**src/rtl/writeback_arbiter.sv**
```systemverilog
// Merges ALU and LSU results onto one register-file write port: ALU 1 cycle, LSU >= 2 cycles via a DEPTH-entry FIFO.
// ALU is never stalled and has priority; LSU is throttled only by lsu_ready (= FIFO not full).
module writeback_arbiter #(
  parameter int DEPTH = 4
) (
  input  logic               clk,
  input  logic               reset,
  input  logic               alu_valid,
  input  logic [4:0]         alu_rd,
  input  logic signed [31:0] alu_data,
  input  logic               lsu_valid,
  output logic               lsu_ready,
  input  logic [4:0]         lsu_rd,
  input  logic signed [31:0] lsu_data,
  output logic               reg_wr,
  output logic [4:0]         waddr,
  output logic signed [31:0] wdata,
  input  logic [4:0]         raddr1,
  input  logic [4:0]         raddr2,
  output logic               fwd_hit1,
  output logic               fwd_hit2,
  output logic signed [31:0] fwd_data1,
  output logic signed [31:0] fwd_data2,
  output logic               idle
);

  localparam int PW = $clog2(DEPTH);

  typedef struct packed {
    logic               hit;
    logic signed [31:0] data;
  } fwd_t;

  logic               fifo_live [DEPTH];
  logic [4:0]         fifo_rd   [DEPTH];
  logic signed [31:0] fifo_data [DEPTH];
  logic [PW-1:0]      head;
  logic [PW-1:0]      tail;
  logic [PW:0]        count;

  logic full;
  logic alu_wr;
  logic store;
  logic pop;

  assign full      = (count == (PW+1)'(DEPTH));
  assign lsu_ready = !reset && !full;
  assign alu_wr    = alu_valid && (alu_rd != 5'd0);
  // x0 results are handshaken but never occupy a slot.
  assign store     = lsu_valid && lsu_ready && (lsu_rd != 5'd0);
  assign pop       = !alu_wr && (count != '0);
  assign idle      = reset || ((count == '0) && !reg_wr);

  always_ff @(posedge clk) begin
    if (reset) begin
      head   <= '0;
      tail   <= '0;
      count  <= '0;
      reg_wr <= 1'b0;
      waddr  <= 5'd0;
      wdata  <= 32'sd0;
      for (int i = 0; i < DEPTH; i++) fifo_live[i] <= 1'b0;
    end else begin
      // Killing free slots is harmless; a same-cycle push below overrides its own slot.
      if (alu_wr) begin
        for (int i = 0; i < DEPTH; i++)
          if (fifo_rd[i] == alu_rd) fifo_live[i] <= 1'b0;
      end
      if (store) begin
        fifo_live[tail] <= 1'b1;
        fifo_rd[tail]   <= lsu_rd;
        fifo_data[tail] <= lsu_data;
        tail            <= tail + PW'(1);
      end
      if (alu_wr) begin
        reg_wr <= 1'b1;
        waddr  <= alu_rd;
        wdata  <= alu_data;
      end else if (pop) begin
        reg_wr <= fifo_live[head];
        waddr  <= fifo_rd[head];
        wdata  <= fifo_data[head];
        head   <= head + PW'(1);
      end else begin
        reg_wr <= 1'b0;
      end
      case ({store, pop})
        2'b10:   count <= count + (PW+1)'(1);
        2'b01:   count <= count - (PW+1)'(1);
        default: count <= count;
      endcase
    end
  end

  // Walk oldest to youngest so the youngest live match is the one left standing.
  function automatic fwd_t lookup(input logic [4:0] ra);
    fwd_t          r;
    logic [PW-1:0] idx;
    r = '0;
    if (ra != 5'd0) begin
      if (reg_wr && (waddr == ra)) begin
        r.hit  = 1'b1;
        r.data = wdata;
      end
      for (int k = 0; k < DEPTH; k++) begin
        idx = head + PW'(k);
        if (((PW+1)'(k) < count) && fifo_live[idx] && (fifo_rd[idx] == ra)) begin
          r.hit  = 1'b1;
          r.data = fifo_data[idx];
        end
      end
    end
    return r;
  endfunction

  fwd_t fwd1;
  fwd_t fwd2;

  always_comb begin
    fwd1 = '0;
    fwd2 = '0;
    if (!reset) begin
      fwd1 = lookup(raddr1);
      fwd2 = lookup(raddr2);
    end
  end

  assign fwd_hit1  = fwd1.hit;
  assign fwd_data1 = fwd1.data;
  assign fwd_hit2  = fwd2.hit;
  assign fwd_data2 = fwd2.data;

endmodule

```
**config.mk**
```make
export PLATFORM = sky130hd
export DESIGN_NAME = writeback_arbiter
export DESIGN_NICKNAME = d
export VERILOG_FILES = /design/src/rtl/writeback_arbiter.sv
export SDC_FILE = /design/constraint.sdc
export NUM_CORES = 1
export LEC_CHECK = 0
export CAP_MARGIN = 20
export CELL_PAD_IN_SITES_DETAIL_PLACEMENT = 0
export CELL_PAD_IN_SITES_GLOBAL_PLACEMENT = 1
export CORE_MARGIN = 1
export CORE_UTILIZATION = 40
export DETAILED_ROUTE_END_ITERATION = 7
export HOLD_SLACK_MARGIN = 0.05
export PLACE_DENSITY_LB_ADDON = 0.1
export RECOVER_POWER = 100
export SYNTH_ARGS = -nofsm -noshare
export SYNTH_HDL_FRONTEND = slang
export SYNTH_SLANG_ARGS = --single-unit
```
**constraint.sdc**
```tcl
create_clock -name clk -period 7 [get_ports clk]
set_input_delay 1.4 -clock clk [delete_from_list [all_inputs] [get_ports clk]]
set_output_delay 1.4 -clock clk [all_outputs]
set_load 0.03 [all_outputs]
```
==> results.md <==
* Min-delay worst type: flip-flop to flip-flop
* Cts hold-fix bufs at 0
* Core Rows at 68
* Slack of the critical path at 0.237 ns
* Clk root buf: clkbuf_16
* Outcome: finished, violations left
* Warnings, synthesis at 0
* Hold_sp: fifo_live[1]
* Setup TNS at 0 ns
* Origin of the critical flop-to-flop path: count[0]
* Wirelength, routed at 47800 um
* Max Transition Viols Final at 152
* Setup WS pre-CTS at 0.536 ns
* Antenna violations before repair at 4
* Netlist area before placement at roughly 14000 sq um
* DIE WIDTH at ~190 um
* Post-CTS sizing at 0
* DRC viols at 0
* Drt first pass iters at 8
* PortBufs at 193
* Period minus WS final at 6.76 ns
* Cell variety after synth at 55
* Crit-path max FO at 14
* Largest cells by area after synthesis: edfxtp_1 (31%), mux4_2 (21%), dfxtp_1 (7.1%)
* Post-DP HPWL at 31000 um
* Largest net degree at the start of global routing at 66
* Syn Area/Cell at about 13 sq um
* CP max-delay cell: clkdlybuf4s50_1
* Seq/Total Area, Yosys at 38.1%
* ANT nets after route at 0
* Post-CTS setup buffers at 0
* CP endpoint kind: primary output
* Failing checks: capacitance limit, slew limit
* Total track usage at a little over a quarter
* Max-cap violation count at 5
* Worst Hold End: fifo_live[1]
* # nets final at 1312
* Top cells by count, synth: edfxtp_1 (148), mux4_2 (134), nor2_1 (119), mux2i_1 (69), clkbuf_1 (61)
* CTS H-tree lvls at 4
* First-pass GRT wire length at approximately 70000 um
* Hold Path Depth at 1
* RSZ-0062 raised after global routing: no
* Drt initial violations at 1067
* RD Place Congestion at 0.865
* Fraction of registers with async set/reset at 0%
* Critical path startpoint category: input pin
* Clk_lat worst skew at around 0.46 ns
* Largest area contributor in the netlist: edfxtp_1
* Crit-path most repeated cell: clkdlybuf4s50_1
* Top FF cell, synth: edfxtp_1
* Post-DR vias/cell at 6.44
* Slew @ Worst Pin at between 3 and 4 ns
* Layout cells sized above 1 at 26.7%
* Die Area at around 37000 sq um
* TritonCTS clock tree: built
* Reg2reg path depth at 7
* Slew HR at -111%
* Cell with the most instances after synthesis: edfxtp_1
* M1 wire length at 20700 um
* Clock buffer count from CTS at 17
* Final hold viol count at 0
* Crit path cell chain: clkdlybuf4s50_1, xor2_1, nor4_1, nand3_1, a21oi_4, clkbuf_2, a221oi_1, o32ai_1, clkdlybuf4s50_1
* Cells after Synth at 1088
* Highest Clock Rate at 0.148 GHz
* EDFF count, synth at 148
* Routed met3 length at 3300 um
* Yosys top cell area share at 31.0%
* Setup-failing EPs final at 0
* #FFs+latches synth at approximately 200
* Congestion Overflow GR at 0
* Core Footprint at approximately 35000 sq um
* Worst-path clk slew at 0.08 ns
* Number of global-route vias before repair at 10867
* Power per cell area at 264 nW/um^2
* Clock Path Buffers at 2
* # IOs at approximately 190
* Initial Util at 41.1%
* Top sig layer: met5
* Area Overhead vs Synth at 19.7%
* Crit path buf inv count at 3
* Maximum vdd drop at about 0.26 mV
* Core Util, Final at 49.2%
* Routed len/inst at ~28 um
* Largest stage delay, worst path at 0.73 ns
* Tot Pwr at 4520 uW
* Worst R2R End: fifo_data[1][18]
* Part of the cycle the worst path needs at 96.6%
* Antenna cell count at 0
* Net count after synthesis at 1185
* Arr. time, crit path at around 5.4 ns
* Vias at 10837
* Clock Skew at 0.00917 ns
* Die H at 191 um
* Critical path class: input pin to primary output
* Worst endpoint required time at ~5.6 ns
* Crit path max-delay family: buffers and inverters
* R2r setup slk at 2.78 ns
* Clock sink total at slightly below 200
* Pleak at 0.00547 uW
* Met2 Wirelength at 22600 um
layout by cell type, fill, tap and decap left out, types with 6 or more instances in the layout:
cell	instances
dlygate4sd3_1	124
ha_1	9
clkbuf_16	17
buf_4	21
clkbuf_2	6
nor4_1	7
mux2_2	18
a211oi_1	34
mux4_2	134
edfxtp_1	148
o21ai_0	13
a2bb2oi_1	8
nor2_1	118
mux2i_1	69
xor2_1	42
a221oi_1	35
nand2_1	15
xnor2_1	33
a22oi_1	26
o32ai_2	30
a221oi_2	29
and2_1	6
clkdlybuf4s50_1	68
a21oi_1	16
dfxtp_1	47
and3_1	24
nand3_1	14
o31ai_2	29
logic make-up (layout without fill, tap and decap cells):
group,Yosys count,in the layout,synth area share (%)
adder cells (fa/ha/maj),9,9,0.786
XOR/XNOR,75,75,4.58
multiplexers,223,223,27.7
buffers and inverters,127,266,4.62
AO/OA/AOI/OAI,238,238,16.8
flip-flops,199,199,38.1
AND/OR/NAND/NOR,217,217,7.44
state kept, by name, summed over array words and instances (netlist names), named ones only:
signal and flops:
count 3, fifo_data 128, fifo_live 4, fifo_rd 20
head 2, reg_wr 1, tail 2, waddr 5
wdata 32
layer usage:
metal | GRT usage [%] | vias up
li1 | - | 4721
met1 | 36.4 | 5567
met2 | 42.3 | 463
met3 | 5.10 | 80
met4 | 8.39 | 6
met5 | 0 | -
stage by stage:
step / cells / hold WS, ns / cell area [sq um]
final: 1682 / 0.571 / 17200
after global routing: 1682 / 0.608 / 17200
after CTS: 1682 / 0.574 / 17200
after detailed placement: 1651 / 0.555 / 16600
after global placement: 1651 / 0.545 / 16600
after floorplan: 1088 / 0.511 / 14300
layout make-up:
cell class | count | area (sq um)
fill | 3089 | 17700
clock inverter | 14 | 180
timing repair buffer | 228 | 2220
clock buffer | 17 | 425
sequential | 199 | 5480
multi-input combinational | 762 | 8250
tap | 455 | 569
inverter | 7 | 26.3
power breakdown:
| group | switching [uW] | internal (uW) |
|---|---|---|
| registers | 142 | 1360 |
| clock network | 456 | 593 |
| logic | 1060 | 906 |
worst max-delay path by stage:
stage | startpoint | to | slack [ns] | cells after the start
6_report | raddr2[4] | fwd_data2[1] | 0.24 | 9
4_1_cts | raddr2[4] | fwd_data2[0] | 0.54 | 9
3_5_place_dp | raddr2[4] | fwd_data2[0] | 0.54 | 9
5_1_grt | raddr1[4] | fwd_data1[10] | 0.20 | 8
2_1_floorplan | raddr1[2] | fwd_data1[31] | 2.00 | 8
3_3_place_gp | raddr2[4] | fwd_data2[1] | 0.65 | 9
Power figures use the tool's default switching activity.
